### src/rtl/button_conditioner.sv
// Front-panel button conditioning: 2-FF sync + ck35 debounce per button, then
// short/long MAGIC press classification timed by n_int frame edges.

module button_debounce #(
    parameter int DEBOUNCE_TICKS = 3500
) (
    input  logic clk28,
    input  logic rst,
    input  logic ck35,
    input  logic n_raw,
    output logic deb
);
    localparam int CW = $clog2(DEBOUNCE_TICKS + 1);
    localparam logic [CW-1:0] LAST = CW'(DEBOUNCE_TICKS - 1);

    logic          ff1, ff2;
    logic          s;
    logic [CW-1:0] cnt;

    always_ff @(posedge clk28 or posedge rst) begin
        if (rst) begin
            ff1 <= 1'b1;
            ff2 <= 1'b1;
        end else begin
            ff1 <= n_raw;
            ff2 <= ff1;
        end
    end

    assign s = ~ff2;

    // deb only moves once the synced level has disagreed for DEBOUNCE_TICKS strobes
    always_ff @(posedge clk28 or posedge rst) begin
        if (rst) begin
            cnt <= '0;
            deb <= 1'b0;
        end else if (s == deb) begin
            cnt <= '0;
        end else if (ck35) begin
            if (cnt == LAST) begin
                deb <= s;
                cnt <= '0;
            end else begin
                cnt <= cnt + 1'b1;
            end
        end
    end
endmodule

module button_conditioner #(
    parameter int DEBOUNCE_TICKS = 3500,
    parameter int LONG_FRAMES    = 100,
    parameter int STRETCH_FRAMES = 2
) (
    input  logic clk28,
    input  logic rst,
    input  logic ck35,
    input  logic n_int,
    input  logic n_magic_raw,
    input  logic n_pause_raw,
    output logic magic_button,
    output logic pause_button,
    output logic reboot_req
);
    localparam int NUM_BTN = 2;
    localparam int FW      = $clog2(LONG_FRAMES + 1);
    localparam logic [FW-1:0] F_LONG    = FW'(LONG_FRAMES);
    localparam logic [FW-1:0] F_STRETCH = FW'(STRETCH_FRAMES);

    localparam logic [1:0] ST_IDLE    = 2'd0;
    localparam logic [1:0] ST_PRESSED = 2'd1;
    localparam logic [1:0] ST_LONG    = 2'd2;
    localparam logic [1:0] ST_STRETCH = 2'd3;

    logic [NUM_BTN-1:0] n_raw_bus;
    logic [NUM_BTN-1:0] deb;
    logic               deb_magic, deb_pause, deb_magic_d;
    logic               n_int_d;
    logic               frame, press, rel;
    logic [1:0]         state;
    logic [FW-1:0]      fcnt, fcnt_inc;

    assign n_raw_bus = {n_pause_raw, n_magic_raw};

    for (genvar g = 0; g < NUM_BTN; g++) begin : g_btn
        button_debounce #(.DEBOUNCE_TICKS(DEBOUNCE_TICKS)) u_deb (
            .clk28 (clk28),
            .rst   (rst),
            .ck35  (ck35),
            .n_raw (n_raw_bus[g]),
            .deb   (deb[g])
        );
    end

    assign deb_magic = deb[0];
    assign deb_pause = deb[1];

    assign frame    = n_int_d & ~n_int;
    assign press    = deb_magic & ~deb_magic_d;
    assign rel      = ~deb_magic & deb_magic_d;
    assign fcnt_inc = fcnt + 1'b1;

    always_ff @(posedge clk28 or posedge rst) begin
        if (rst) begin
            state        <= ST_IDLE;
            fcnt         <= '0;
            magic_button <= 1'b0;
            pause_button <= 1'b0;
            reboot_req   <= 1'b0;
            n_int_d      <= 1'b0;
            deb_magic_d  <= 1'b0;
        end else begin
            pause_button <= deb_pause;
            n_int_d      <= n_int;
            deb_magic_d  <= deb_magic;
            reboot_req   <= 1'b0;
            case (state)
                ST_IDLE: begin
                    if (press) begin
                        state <= ST_PRESSED;
                        fcnt  <= '0;
                    end
                end
                ST_PRESSED: begin
                    // the long-press frame takes priority over a coincident release
                    if (frame && fcnt_inc == F_LONG) begin
                        reboot_req <= 1'b1;
                        state      <= ST_LONG;
                        fcnt       <= '0;
                    end else if (rel) begin
                        state        <= ST_STRETCH;
                        fcnt         <= '0;
                        magic_button <= 1'b1;
                    end else if (frame) begin
                        fcnt <= fcnt_inc;
                    end
                end
                ST_LONG: begin
                    // level test so a release that coincided with the long frame still exits
                    if (!deb_magic) state <= ST_IDLE;
                end
                ST_STRETCH: begin
                    if (frame) begin
                        if (fcnt_inc == F_STRETCH) begin
                            magic_button <= 1'b0;
                            state        <= ST_IDLE;
                            fcnt         <= '0;
                        end else begin
                            fcnt <= fcnt_inc;
                        end
                    end
                end
                default: state <= ST_IDLE;
            endcase
        end
    end
endmodule
### config.mk
export PLATFORM = sky130hd
export DESIGN_NAME = button_conditioner
export DESIGN_NICKNAME = d
export VERILOG_FILES = /design/src/rtl/button_conditioner.sv
export SDC_FILE = /design/constraint.sdc
export NUM_CORES = 1
export LEC_CHECK = 0
export ABC_CLOCK_PERIOD_IN_PS = 4800
export CORE_ASPECT_RATIO = 1.25
export CORE_MARGIN = 2
export CORE_UTILIZATION = 30
export CTS_BUF_LIST = sky130_fd_sc_hd__clkbuf_4 sky130_fd_sc_hd__clkbuf_8
export CTS_CLUSTER_SIZE = 8
export DETAILED_ROUTE_END_ITERATION = 12
export PLACE_DENSITY_LB_ADDON = 0.05
export SLEW_MARGIN = 0
export SYNTH_ARGS = -nofsm -noshare
export SYNTH_HDL_FRONTEND = slang
export SYNTH_HIERARCHICAL = 1
export SYNTH_SLANG_ARGS = --single-unit
### constraint.sdc
create_clock -name clk28 -period 4.8 [get_ports clk28]
set_input_delay 0.96 -clock clk28 [delete_from_list [all_inputs] [get_ports clk28]]
set_output_delay 0.96 -clock clk28 [all_outputs]
set_load 0.01 [all_outputs]
==> run_summary.xml, run 1 <==
<?xml version="1.0" encoding="UTF-8"?>
<metrics>
  <group name="run_status">
    <metric name="run_status" unit="">finished, final reports clean</metric>
  </group>
  <group name="timing">
    <metric name="layout_worst_path_cycle_share" unit="%">48.78</metric>
    <metric name="post-route-min-period" unit="ps">2342</metric>
    <metric name="clock_skew" unit="ps">16.44</metric>
    <metric name="hold-worst-slack" unit="ps">359.3</metric>
    <metric name="hold_violations_final" unit="">0</metric>
    <metric name="setup_violations" unit="">0</metric>
    <metric name="max_slew_violations" unit="">0</metric>
    <metric name="final.setup.tns" unit="ps">0</metric>
    <metric name="setup_slack" unit="ps">2458</metric>
    <metric name="max_slew.worst_pin.slew" unit="ps">761.1</metric>
    <metric name="max_slew_margin" unit="%">49.26</metric>
    <metric name="fmax" unit="GHz">0.4271</metric>
    <metric name="rsz_0062_raised_after_global_routing" unit="">false</metric>
  </group>
  <group name="route">
    <metric name="totalWireLength" unit="mm">5.833</metric>
    <metric name="avgViaCountPerCell" unit="">5.538</metric>
    <metric name="wire_per_inst" unit="um">15.76</metric>
    <metric name="route.met2.wl" unit="mm">2.897</metric>
    <metric name="ant_nets" unit="">0</metric>
    <metric name="detailedRoute.firstPassIterationCount" unit="">4</metric>
    <metric name="wirelength_met1" unit="mm">2.754</metric>
    <metric name="route.detailed.drc" unit="">0</metric>
    <metric name="top_signal_layer_used" unit="">met4</metric>
    <metric name="detail_route.iter0.violations" unit="">124</metric>
    <metric name="vias" unit="">2049</metric>
    <metric name="detailroute.wirelength.met3" unit="um">92</metric>
  </group>
  <group name="floorplan">
    <metric name="die_height" unit="um">106.6</metric>
    <metric name="die_width" unit="um">86.12</metric>
    <metric name="fp.dieArea" unit="um2">9184</metric>
    <metric name="placement_rows" unit="">37</metric>
    <metric name="initial_utilization" unit="%">30.86</metric>
    <metric name="core_region_area" unit="um2">8194</metric>
    <metric name="io_pins" unit="">9</metric>
  </group>
  <group name="clock_tree">
    <metric name="clock_insertion_delay_worst_skew" unit="ps">310</metric>
    <metric name="clock_path_buffers" unit="">2</metric>
    <metric name="clk_sink_count" unit="">44</metric>
    <metric name="path_clk_slew" unit="ps">100</metric>
    <metric name="clock_tree.htree_level_count" unit="">2</metric>
    <metric name="clock_tree_from_tritoncts" unit="">done</metric>
    <metric name="postCtsSetupBuffers" unit="">0</metric>
    <metric name="cts_made_buffers" unit="">5</metric>
    <metric name="clockRootBuffer" unit="">sky130_fd_sc_hd__clkbuf_8</metric>
    <metric name="count_of_cells_resized_by_post_cts_repair" unit="">0</metric>
    <metric name="post_cts_hold_buffer_count" unit="">0</metric>
  </group>
  <group name="yosys">
    <metric name="yosys-top-cells-area" unit="">sky130_fd_sc_hd__dfrtp_1, sky130_fd_sc_hd__a31oi_1, sky130_fd_sc_hd__nand3_1, sky130_fd_sc_hd__dfstp_2, sky130_fd_sc_hd__nand2_1</metric>
    <metric name="async_reset_ff_share" unit="%">100.0</metric>
    <metric name="ys_seq_area_share" unit="%">43.74</metric>
    <metric name="post_synth_most_frequent_cells" unit="">sky130_fd_sc_hd__dfrtp_1, sky130_fd_sc_hd__a31oi_1, sky130_fd_sc_hd__nand3_1</metric>
    <metric name="register_bit_count_reported_by_yosys" unit="">44</metric>
    <metric name="count_of_synthesis_stage_warnings_from_yosys" unit="">6</metric>
    <metric name="synth.most_common_cell" unit="">sky130_fd_sc_hd__dfrtp_1</metric>
    <metric name="mappedNetlistArea" unit="um2">2529</metric>
    <metric name="postSynthCellCount" unit="">267</metric>
    <metric name="ys_dominant_reg_cell" unit="">sky130_fd_sc_hd__dfrtp_1</metric>
    <metric name="postSynthNetCount" unit="">280</metric>
    <metric name="synthDominantCellAreaShare" unit="%">39.58</metric>
    <metric name="synth_edf_count" unit="">0</metric>
    <metric name="syn-mean-instance-area" unit="um2">9.471</metric>
    <metric name="synthDistinctLibCells" unit="">50</metric>
    <metric name="yosys.area.top_type" unit="">sky130_fd_sc_hd__dfrtp_1</metric>
  </group>
  <group name="global_routing">
    <metric name="grt-ovfl-total" unit="">0</metric>
    <metric name="grt_util_all_layers" unit="%">14.07</metric>
    <metric name="number_of_antenna_violations_at_the_first_check_in_global_routing" unit="">0</metric>
    <metric name="pin_count_of_the_biggest_net_entering_global_routing" unit="">24</metric>
    <metric name="grt_first_pass_wirelength" unit="mm">10.34</metric>
    <metric name="via_count_of_the_first_global_routing_pass" unit="">2076</metric>
  </group>
  <group name="power">
    <metric name="cellPowerDensity" unit="nW/um2">342.5</metric>
    <metric name="vdd_ir_drop_max" unit="mV">0.1125</metric>
    <metric name="power.leakage" unit="nW">1.079</metric>
    <metric name="design_power_total" unit="mW">0.9351</metric>
  </group>
  <group name="final_layout">
    <metric name="layout-area-overhead-vs-synth" unit="%">7.966</metric>
    <metric name="final_cell_area" unit="um2">2730</metric>
    <metric name="seq_cell_area" unit="um2">1106</metric>
    <metric name="finish.utilization" unit="%">33.32</metric>
    <metric name="post_layout_nonfiller_instances" unit="">370</metric>
    <metric name="post_route_cells_drive_above_1_share" unit="%">10.26</metric>
    <metric name="layout.nets" unit="">285</metric>
    <metric name="diodes" unit="">0</metric>
    <metric name="filler_cell_count" unit="">849</metric>
    <metric name="multiInputGateArea" unit="um2">1294</metric>
  </group>
  <group name="placement">
    <metric name="hpwlAfterDp" unit="mm">4.032</metric>
    <metric name="numPortBuffers" unit="">8</metric>
    <metric name="dp_worst_setup_slack" unit="ps">2121</metric>
    <metric name="dpl-instance-area" unit="um2">2643</metric>
    <metric name="post-place-cells" unit="">362</metric>
    <metric name="gpl.final_weighted_congestion" unit="">0.7535</metric>
  </group>
  <group name="setup_path">
    <metric name="critPathKind" unit="">primary input to flop</metric>
    <metric name="worst-endpoint-arrival" unit="ps">2550</metric>
    <metric name="critical_path.startpoint_type" unit="">primary input</metric>
    <metric name="timing.critical_path.required" unit="ps">5010</metric>
    <metric name="critical_path_peak_fanout" unit="">6</metric>
    <metric name="critical_path.endpoint_type" unit="">flop</metric>
  </group>
  <group name="min_path">
    <metric name="hp-class" unit="">flop to flop</metric>
  </group>
  <group name="job">
    <metric name="max_cap_violations" unit="">0</metric>
  </group>
</metrics>
## critical path, cell delays in order
cell and delay (ps):
sky130_fd_sc_hd__clkdlybuf4s50_1 480, sky130_fd_sc_hd__and2b_2 240, sky130_fd_sc_hd__and3_1 200, sky130_fd_sc_hd__a31oi_1 180, sky130_fd_sc_hd__o21ai_2 130, sky130_fd_sc_hd__a21o_1 190, sky130_fd_sc_hd__a22o_1 170
## logic make-up after synthesis
kind of cell / after synthesis / share of synthesized area (%)
and+or+nand+nor: 120 / 26.57
adders and majority gates: 7 / 3.463
AOI/OAI and AO/OA: 69 / 18.90
muxes: 2 / 0.8412
DFF: 44 / 43.74
xor gates and xnor gates: 4 / 1.386
buffers and inverters: 21 / 5.096
## flip-flops by register name (all words and copies together), names as in the netlist
register / flops
g_btn.u_deb/cnt: 24
magic_button: 1
deb_magic_d: 1
g_btn.u_deb/ff1: 2
pause_button: 1
reboot_req: 1
g_btn.u_deb/ff2: 2
g_btn.u_deb/deb: 2
state: 2
n_int_d: 1
fcnt: 7
## power by group
| group | switching [mW] | total (mW) | internal, mW |
|---|---|---|---|
| sequential | 0.0734 | 0.488 | 0.415 |
| clock | 0.137 | 0.239 | 0.102 |
| combinational | 0.118 | 0.208 | 0.0904 |
## routing by layer
metal / global-route usage (%) / up-vias
met5: 0 / -
li1: - / 1018
met1: 18.70 / 1007
met4: 5.329 / 0
met2: 22.92 / 17
met3: 2.156 / 7
## path summary, 6_finish.rpt
| check | start | to | slack, ps | depth (start not counted) |
|---|---|---|---|---|
| worst max-delay path | n_int | fcnt[4] | 2460 | 7 |
| worst min-delay path | g_btn[1].u_deb/ff1 | g_btn[1].u_deb/ff2 | 360 | 0 |
| worst max register to register | fcnt[0] | fcnt[4] | 2740 | 7 |
| worst min register to register | g_btn[1].u_deb/ff1 | g_btn[1].u_deb/ff2 | 360 | 0 |
| max in group asynchronous | rst | state[0] | 3270 | 2 |
| min in group asynchronous | rst | g_btn[1].u_deb/cnt[6] | 1090 | 2 |
## final cells by class
cell class | count | area share (%)
sequential | 44 | 40.51
multi-input combinational | 202 | 47.39
inverter | 11 | 1.512
clock buffer | 5 | 2.521
timing repair buffer | 8 | 2.933
tap | 97 | 4.445
clock inverter | 3 | 0.6874
## cell usage in the layout, fill, tap and decap left out, types with 4 or more instances in the layout
cell,n
sky130_fd_sc_hd__o211ai_1,4
sky130_fd_sc_hd__nand2_1,25
sky130_fd_sc_hd__nor2_1,15
sky130_fd_sc_hd__nand3_1,27
sky130_fd_sc_hd__nand2b_1,5
sky130_fd_sc_hd__inv_1,11
sky130_fd_sc_hd__clkdlybuf4s50_1,8
sky130_fd_sc_hd__dfstp_2,4
sky130_fd_sc_hd__clkbuf_8,5
sky130_fd_sc_hd__a21oi_1,4
sky130_fd_sc_hd__o21ai_1,5
sky130_fd_sc_hd__nor3_1,4
sky130_fd_sc_hd__nand4_1,8
sky130_fd_sc_hd__nand4b_1,4
sky130_fd_sc_hd__dfrtp_1,40
sky130_fd_sc_hd__a31oi_1,36
sky130_fd_sc_hd__nand3b_1,12
sky130_fd_sc_hd__ha_1,7
Note: power is estimated with default switching activity, not from simulation.
==> inputs of run 2 (changes only) <==
Settings changed: ABC_CLOCK_PERIOD_IN_PS 4800 to 2400.
Clock period 4.8 ns to 2.4 ns, I/O delays scaled along.
==> run_summary.xml, run 2 (synthesized netlist as in run 1, its figures left out) <==
<?xml version="1.0" encoding="UTF-8"?>
<metrics>
  <group name="floorplan">
    <metric name="core_region_area" unit="um2">8194</metric>
    <metric name="io_pins" unit="">9</metric>
    <metric name="placement_rows" unit="">37</metric>
    <metric name="die_height" unit="um">106.6</metric>
    <metric name="fp.dieArea" unit="um2">9184</metric>
    <metric name="initial_utilization" unit="%">30.86</metric>
    <metric name="die_width" unit="um">86.12</metric>
  </group>
  <group name="setup_path">
    <metric name="max_stage_delay" unit="ps">490</metric>
    <metric name="critical_path.endpoint_type" unit="">flop</metric>
    <metric name="timing.critical_path.slowest_stage_cell" unit="">sky130_fd_sc_hd__dfrtp_1</metric>
    <metric name="critical_path_peak_fanout" unit="">7</metric>
    <metric name="critical_path.n_buffers_inverters" unit="">1</metric>
    <metric name="critPathKind" unit="">flop to flop</metric>
    <metric name="timing.critical_path.required" unit="ps">2610</metric>
    <metric name="critical_path.startpoint_type" unit="">flop</metric>
    <metric name="timing.critical_path.max_delay_family" unit="">compound AO/OA/AOI/OAI gates</metric>
    <metric name="crit_chain" unit="">ha_1, inv_1, or3_1, a31oi_1, o21ai_2, a21o_1, a22o_1</metric>
    <metric name="worst-endpoint-arrival" unit="ps">2250</metric>
  </group>
  <group name="clock_tree">
    <metric name="path_clk_slew" unit="ps">90</metric>
    <metric name="postCtsSetupBuffers" unit="">0</metric>
    <metric name="clock_tree.htree_level_count" unit="">2</metric>
    <metric name="clk_sink_count" unit="">44</metric>
    <metric name="clock_path_buffers" unit="">2</metric>
    <metric name="clockRootBuffer" unit="">sky130_fd_sc_hd__clkbuf_8</metric>
    <metric name="clock_tree_from_tritoncts" unit="">done</metric>
    <metric name="clock_insertion_delay_worst_skew" unit="ps">310</metric>
    <metric name="post_cts_hold_buffer_count" unit="">0</metric>
    <metric name="cts_made_buffers" unit="">5</metric>
    <metric name="count_of_cells_resized_by_post_cts_repair" unit="">0</metric>
  </group>
  <group name="placement">
    <metric name="gpl.final_weighted_congestion" unit="">0.8230</metric>
    <metric name="hpwlAfterDp" unit="mm">4.096</metric>
    <metric name="post-place-cells" unit="">368</metric>
    <metric name="numPortBuffers" unit="">8</metric>
  </group>
  <group name="run_status">
    <metric name="run_status" unit="">finished, final reports clean</metric>
  </group>
  <group name="final_layout">
    <metric name="diodes" unit="">0</metric>
    <metric name="largest_register_ff_count" unit="">24</metric>
    <metric name="layout_top_registers" unit="">g_btn.u_deb/cnt x24, fcnt x7</metric>
    <metric name="top_register" unit="">g_btn.u_deb/cnt</metric>
    <metric name="layout-area-overhead-vs-synth" unit="%">10.14</metric>
    <metric name="filler_cell_count" unit="">851</metric>
    <metric name="mostFrequentLayoutCells" unit="">sky130_fd_sc_hd__dfrtp_1, sky130_fd_sc_hd__a31oi_1, sky130_fd_sc_hd__nand3_1</metric>
    <metric name="mostFrequentLayoutCell" unit="">sky130_fd_sc_hd__dfrtp_1</metric>
    <metric name="layout.nets" unit="">291</metric>
    <metric name="post_layout_nonfiller_instances" unit="">376</metric>
    <metric name="post_route_cells_drive_above_1_share" unit="%">12.19</metric>
  </group>
  <group name="global_routing">
    <metric name="via_count_of_the_first_global_routing_pass" unit="">2051</metric>
    <metric name="grt-ovfl-total" unit="">0</metric>
    <metric name="number_of_antenna_violations_at_the_first_check_in_global_routing" unit="">0</metric>
    <metric name="grt_util_all_layers" unit="%">14.17</metric>
    <metric name="grt_first_pass_wirelength" unit="mm">10.32</metric>
    <metric name="pin_count_of_the_biggest_net_entering_global_routing" unit="">24</metric>
  </group>
  <group name="power">
    <metric name="swShare" unit="%">33.62</metric>
    <metric name="net-switching-power" unit="mW">0.6509</metric>
    <metric name="power.combinational.fraction" unit="%">22.8</metric>
    <metric name="power.share.clock" unit="%">27.0</metric>
    <metric name="p_int" unit="mW">1.285</metric>
    <metric name="cellPowerDensity" unit="nW/um2">695.2</metric>
    <metric name="seqPwrFrac" unit="%">50.2</metric>
    <metric name="power.leakage" unit="nW">1.113</metric>
    <metric name="vdd_ir_drop_max" unit="mV">0.3244</metric>
    <metric name="design_power_total" unit="mW">1.936</metric>
  </group>
  <group name="timing">
    <metric name="hold-worst-slack" unit="ps">357.2</metric>
    <metric name="rsz_0062_raised_after_global_routing" unit="">false</metric>
    <metric name="hold_violations_final" unit="">0</metric>
    <metric name="clock_skew" unit="ps">12.78</metric>
    <metric name="setup_violations" unit="">0</metric>
    <metric name="max_slew_margin" unit="%">57.36</metric>
    <metric name="max_slew.worst_pin.slew" unit="ps">638.9</metric>
    <metric name="final.setup.tns" unit="ps">0</metric>
    <metric name="max_slew_violations" unit="">0</metric>
    <metric name="post-route-min-period" unit="ps">2045</metric>
    <metric name="layout_worst_path_cycle_share" unit="%">85.20</metric>
    <metric name="fmax" unit="GHz">0.4891</metric>
  </group>
  <group name="route">
    <metric name="ant_nets" unit="">0</metric>
    <metric name="detailedRoute.firstPassIterationCount" unit="">4</metric>
    <metric name="vias" unit="">2076</metric>
    <metric name="wire_per_inst" unit="um">15.68</metric>
    <metric name="detail_route.iter0.violations" unit="">100</metric>
    <metric name="route.detailed.drc" unit="">0</metric>
    <metric name="avgViaCountPerCell" unit="">5.521</metric>
    <metric name="totalWireLength" unit="mm">5.897</metric>
  </group>
  <group name="job">
    <metric name="max_cap_violations" unit="">0</metric>
  </group>
  <group name="min_path">
    <metric name="hp-class" unit="">flop to flop</metric>
  </group>
</metrics>
==> run 2: cell count changes in the layout (fill, tap and decap cells not counted) <==
| cell | before | now |
|---|---|---|
| sky130_fd_sc_hd__clkinv_4 | 1 | 0 |
| sky130_fd_sc_hd__clkinv_2 | 2 | 0 |
| sky130_fd_sc_hd__clkbuf_4 | 0 | 2 |
| sky130_fd_sc_hd__buf_4 | 0 | 6 |
| sky130_fd_sc_hd__clkbuf_8 | 5 | 6 |
==> run 2: path summary, 6_finish.rpt <==
check                                   startpoint  slack [ps]                  to  depth (start not counted)
worst max-delay path                       fcnt[0]         360             fcnt[4]                          7
worst min-delay path            g_btn[1].u_deb/ff1         360  g_btn[1].u_deb/ff2                          0
worst max register to register             fcnt[0]         360             fcnt[4]                          7
worst min register to register  g_btn[1].u_deb/ff1         360  g_btn[1].u_deb/ff2                          0
max in group asynchronous                      rst        1360  g_btn[0].u_deb/deb                          2
min in group asynchronous                      rst         600            state[1]                          2
==> run 2: cell type report <==
type / instances / area [um2] / share of cell area, %
well taps: 97 / 121.4 / 4.358
repair buffers: 14 / 125.1 / 4.492
inverters: 11 / 41.29 / 1.482
multi-input cells: 202 / 1294 / 46.45
clock buffers: 8 / 97.59 / 3.504
flip-flops and latches: 44 / 1106 / 39.71
==> run 2: through the flow <==
stage,util (%),setup WS (ps),cell area [um2]
after floorplan,-,524.1,2529
after global placement,32.80,240.7,2688
after detailed placement,32.80,224.0,2688
after CTS,33.99,361.3,2785
after global routing,33.99,227.6,2785
final,33.99,355.2,2785
==> run 2: power groups by stage <==
stage	sequential [mW]	clock, mW	combinational [mW]
global placement	0.982	0	0.453
global route	0.995	0.588	0.501
finish	0.972	0.523	0.441
detailed placement	0.986	0	0.447
floorplan	0.953	0	0.314
CTS	0.971	0.552	0.449
==> run 2: metal layers <==
metal | global-route usage [%] | wire length [um] | vias to the layer above
met1 | 18.17 | 2656 | 1002
met5 | 0 | 0 | -
met2 | 23.53 | 3001 | 38
met4 | 5.102 | 77 | 0
met3 | 2.771 | 162 | 6
li1 | - | - | 1030
==> inputs of run 3 (changes only) <==
Settings changed: SETUP_SLACK_MARGIN from default to 0.5.
==> run_summary.xml, run 3 (synthesized netlist as in run 1, its figures left out) <==
<?xml version="1.0" encoding="UTF-8"?>
<metrics>
  <group name="global_routing">
    <metric name="number_of_antenna_violations_at_the_first_check_in_global_routing" unit="">0</metric>
    <metric name="grt_first_pass_wirelength" unit="mm">10.61</metric>
    <metric name="grt_util_all_layers" unit="%">14.57</metric>
    <metric name="via_count_of_the_first_global_routing_pass" unit="">2094</metric>
    <metric name="grt-ovfl-total" unit="">0</metric>
    <metric name="pin_count_of_the_biggest_net_entering_global_routing" unit="">24</metric>
  </group>
  <group name="route">
    <metric name="detail_route.iter0.violations" unit="">143</metric>
    <metric name="detailedRoute.firstPassIterationCount" unit="">5</metric>
    <metric name="ant_nets" unit="">0</metric>
    <metric name="wire_per_inst" unit="um">16.56</metric>
    <metric name="totalWireLength" unit="mm">6.311</metric>
    <metric name="avgViaCountPerCell" unit="">5.738</metric>
    <metric name="vias" unit="">2186</metric>
    <metric name="route.detailed.drc" unit="">0</metric>
  </group>
  <group name="placement">
    <metric name="numPortBuffers" unit="">8</metric>
    <metric name="gpl.final_weighted_congestion" unit="">0.8230</metric>
    <metric name="post-place-cells" unit="">368</metric>
    <metric name="hpwlAfterDp" unit="mm">4.096</metric>
  </group>
  <group name="floorplan">
    <metric name="die_width" unit="um">86.12</metric>
    <metric name="io_pins" unit="">9</metric>
    <metric name="initial_utilization" unit="%">30.86</metric>
    <metric name="die_height" unit="um">106.6</metric>
    <metric name="core_region_area" unit="um2">8194</metric>
    <metric name="fp.dieArea" unit="um2">9184</metric>
    <metric name="placement_rows" unit="">37</metric>
  </group>
  <group name="clock_tree">
    <metric name="clk_sink_count" unit="">44</metric>
    <metric name="cts_made_buffers" unit="">5</metric>
    <metric name="clock_path_buffers" unit="">2</metric>
    <metric name="clock_tree_from_tritoncts" unit="">done</metric>
    <metric name="clock_tree.htree_level_count" unit="">2</metric>
    <metric name="clockRootBuffer" unit="">sky130_fd_sc_hd__clkbuf_8</metric>
    <metric name="path_clk_slew" unit="ps">90</metric>
    <metric name="clock_insertion_delay_worst_skew" unit="ps">310</metric>
    <metric name="post_cts_hold_buffer_count" unit="">0</metric>
  </group>
  <group name="setup_path">
    <metric name="worst-endpoint-arrival" unit="ps">2050</metric>
    <metric name="critical_path.startpoint_type" unit="">primary input</metric>
    <metric name="critical_path_peak_fanout" unit="">6</metric>
    <metric name="timing.critical_path.slowest_stage_cell" unit="">sky130_fd_sc_hd__clkdlybuf4s50_1</metric>
    <metric name="critical_path.n_buffers_inverters" unit="">1</metric>
    <metric name="timing.critical_path.required" unit="ps">2610</metric>
    <metric name="crit_chain" unit="">clkdlybuf4s50_1, and2b_2, and3_4, a31oi_1, o21ai_2, a21o_1, a22o_1</metric>
    <metric name="timing.critical_path.max_delay_family" unit="">compound AO/OA/AOI/OAI gates</metric>
    <metric name="critical_path.endpoint_type" unit="">flop</metric>
    <metric name="critPathKind" unit="">primary input to flop</metric>
    <metric name="max_stage_delay" unit="ps">480</metric>
  </group>
  <group name="final_layout">
    <metric name="mostFrequentLayoutCell" unit="">sky130_fd_sc_hd__a31oi_1</metric>
    <metric name="filler_cell_count" unit="">849</metric>
    <metric name="top_register" unit="">g_btn.u_deb/cnt</metric>
    <metric name="diodes" unit="">0</metric>
    <metric name="mostFrequentLayoutCells" unit="">sky130_fd_sc_hd__a31oi_1, sky130_fd_sc_hd__dfrtp_1, sky130_fd_sc_hd__nand3_1</metric>
    <metric name="post_route_cells_drive_above_1_share" unit="%">17.25</metric>
    <metric name="largest_register_ff_count" unit="">24</metric>
    <metric name="layout_top_registers" unit="">g_btn.u_deb/cnt x24, fcnt x7</metric>
    <metric name="layout.nets" unit="">296</metric>
    <metric name="layout-area-overhead-vs-synth" unit="%">13.95</metric>
    <metric name="post_layout_nonfiller_instances" unit="">381</metric>
  </group>
  <group name="run_status">
    <metric name="run_status" unit="">finished, final reports clean</metric>
  </group>
  <group name="power">
    <metric name="cellPowerDensity" unit="nW/um2">700.2</metric>
    <metric name="power.leakage" unit="nW">1.123</metric>
    <metric name="vdd_ir_drop_max" unit="mV">0.3282</metric>
    <metric name="design_power_total" unit="mW">2.018</metric>
  </group>
  <group name="timing">
    <metric name="final.setup.tns" unit="ps">0</metric>
    <metric name="max_slew_margin" unit="%">56.95</metric>
    <metric name="setup_violations" unit="">0</metric>
    <metric name="rsz_0062_raised_after_global_routing" unit="">true</metric>
    <metric name="post-route-min-period" unit="ps">1838</metric>
    <metric name="max_slew.worst_pin.slew" unit="ps">645.1</metric>
    <metric name="max_slew_violations" unit="">0</metric>
    <metric name="fmax" unit="GHz">0.5440</metric>
    <metric name="layout_worst_path_cycle_share" unit="%">76.59</metric>
    <metric name="clock_skew" unit="ps">14.68</metric>
    <metric name="hold_violations_final" unit="">0</metric>
  </group>
  <group name="job">
    <metric name="max_cap_violations" unit="">0</metric>
  </group>
  <group name="min_path">
    <metric name="hp-class" unit="">flop to flop</metric>
  </group>
</metrics>
==> run 3: cell types whose count changed in the layout (fill, tap and decap cells not counted), moves of 2 or more <==
cell,before,now
sky130_fd_sc_hd__buf_4,6,8
sky130_fd_sc_hd__dfrtp_1,40,35
sky130_fd_sc_hd__dfrtp_2,0,5
sky130_fd_sc_hd__or4_4,2,5
==> run 3: worst reg2reg max path, stage by stage, from the launching register on <==
cell and delay (ps):
sky130_fd_sc_hd__dfrtp_1 470, sky130_fd_sc_hd__nand4b_1 270, sky130_fd_sc_hd__or4_4 620, sky130_fd_sc_hd__a41oi_1 250, sky130_fd_sc_hd__a31oi_1 60
==> run 3: repair_timing <==
item,CTS,global route
gates resized for setup,5,11
endpoints found under the setup margin,10,20
cloned,1,2
setup buffers,2,0
pin swaps,2,4
==> run 3: final cells by class <==
| cell class | instances | area, um2 | area share (%) |
|---|---|---|---|
| multi-input cells | 205 | 1369 | 47.50 |
| clock buffers | 8 | 97.59 | 3.387 |
| repair buffers | 16 | 140.1 | 4.863 |
| flip-flops and latches | 44 | 1112 | 38.60 |
| well taps | 97 | 121.4 | 4.212 |
| inverters | 11 | 41.29 | 1.433 |
==> run 3: worst paths after layout <==
path                                       start               endpoint  slack (ps)  cells past startpoint
setup / recovery                           n_int                fcnt[4]         560                      7
max in group asynchronous                    rst  g_btn[0].u_deb/cnt[1]        1320                      2
hold reg to reg               g_btn[1].u_deb/ff1     g_btn[1].u_deb/ff2         360                      0
setup reg to reg           g_btn[1].u_deb/cnt[2]  g_btn[1].u_deb/cnt[6]         610                      4
hold / removal                g_btn[1].u_deb/ff1     g_btn[1].u_deb/ff2         360                      0
min in group asynchronous                    rst  g_btn[1].u_deb/cnt[5]         600                      2
==> run 3: metrics by stage <==
step / setup WS (ps) / hold slack [ps] / area [um2] / utilization [%]
after floorplan: 524.1 / 345.2 / 2529 / -
after global placement: 240.7 / 346.2 / 2688 / 32.80
after detailed placement: 224.0 / 347.3 / 2688 / 32.80
after CTS: 529.4 / 359.9 / 2818 / 34.39
after global routing: 473.2 / 366.9 / 2882 / 35.17
final: 561.9 / 357.1 / 2882 / 35.17
==> run 3: power breakdown <==
group	total [mW]	leakage (nW)	internal, mW	switching [mW]
Sequential	0.970	0.564	0.836	0.134
Clock	0.528	0.0523	0.258	0.270
Combinational	0.520	0.507	0.235	0.285
==> run 3: metal layers <==
metal  track usage (%)  part of all wire (%)
met5                 0                     0
met4             5.102                   1.5
met3             2.771                   2.9
met2             24.20                    51
met1             18.79                    44
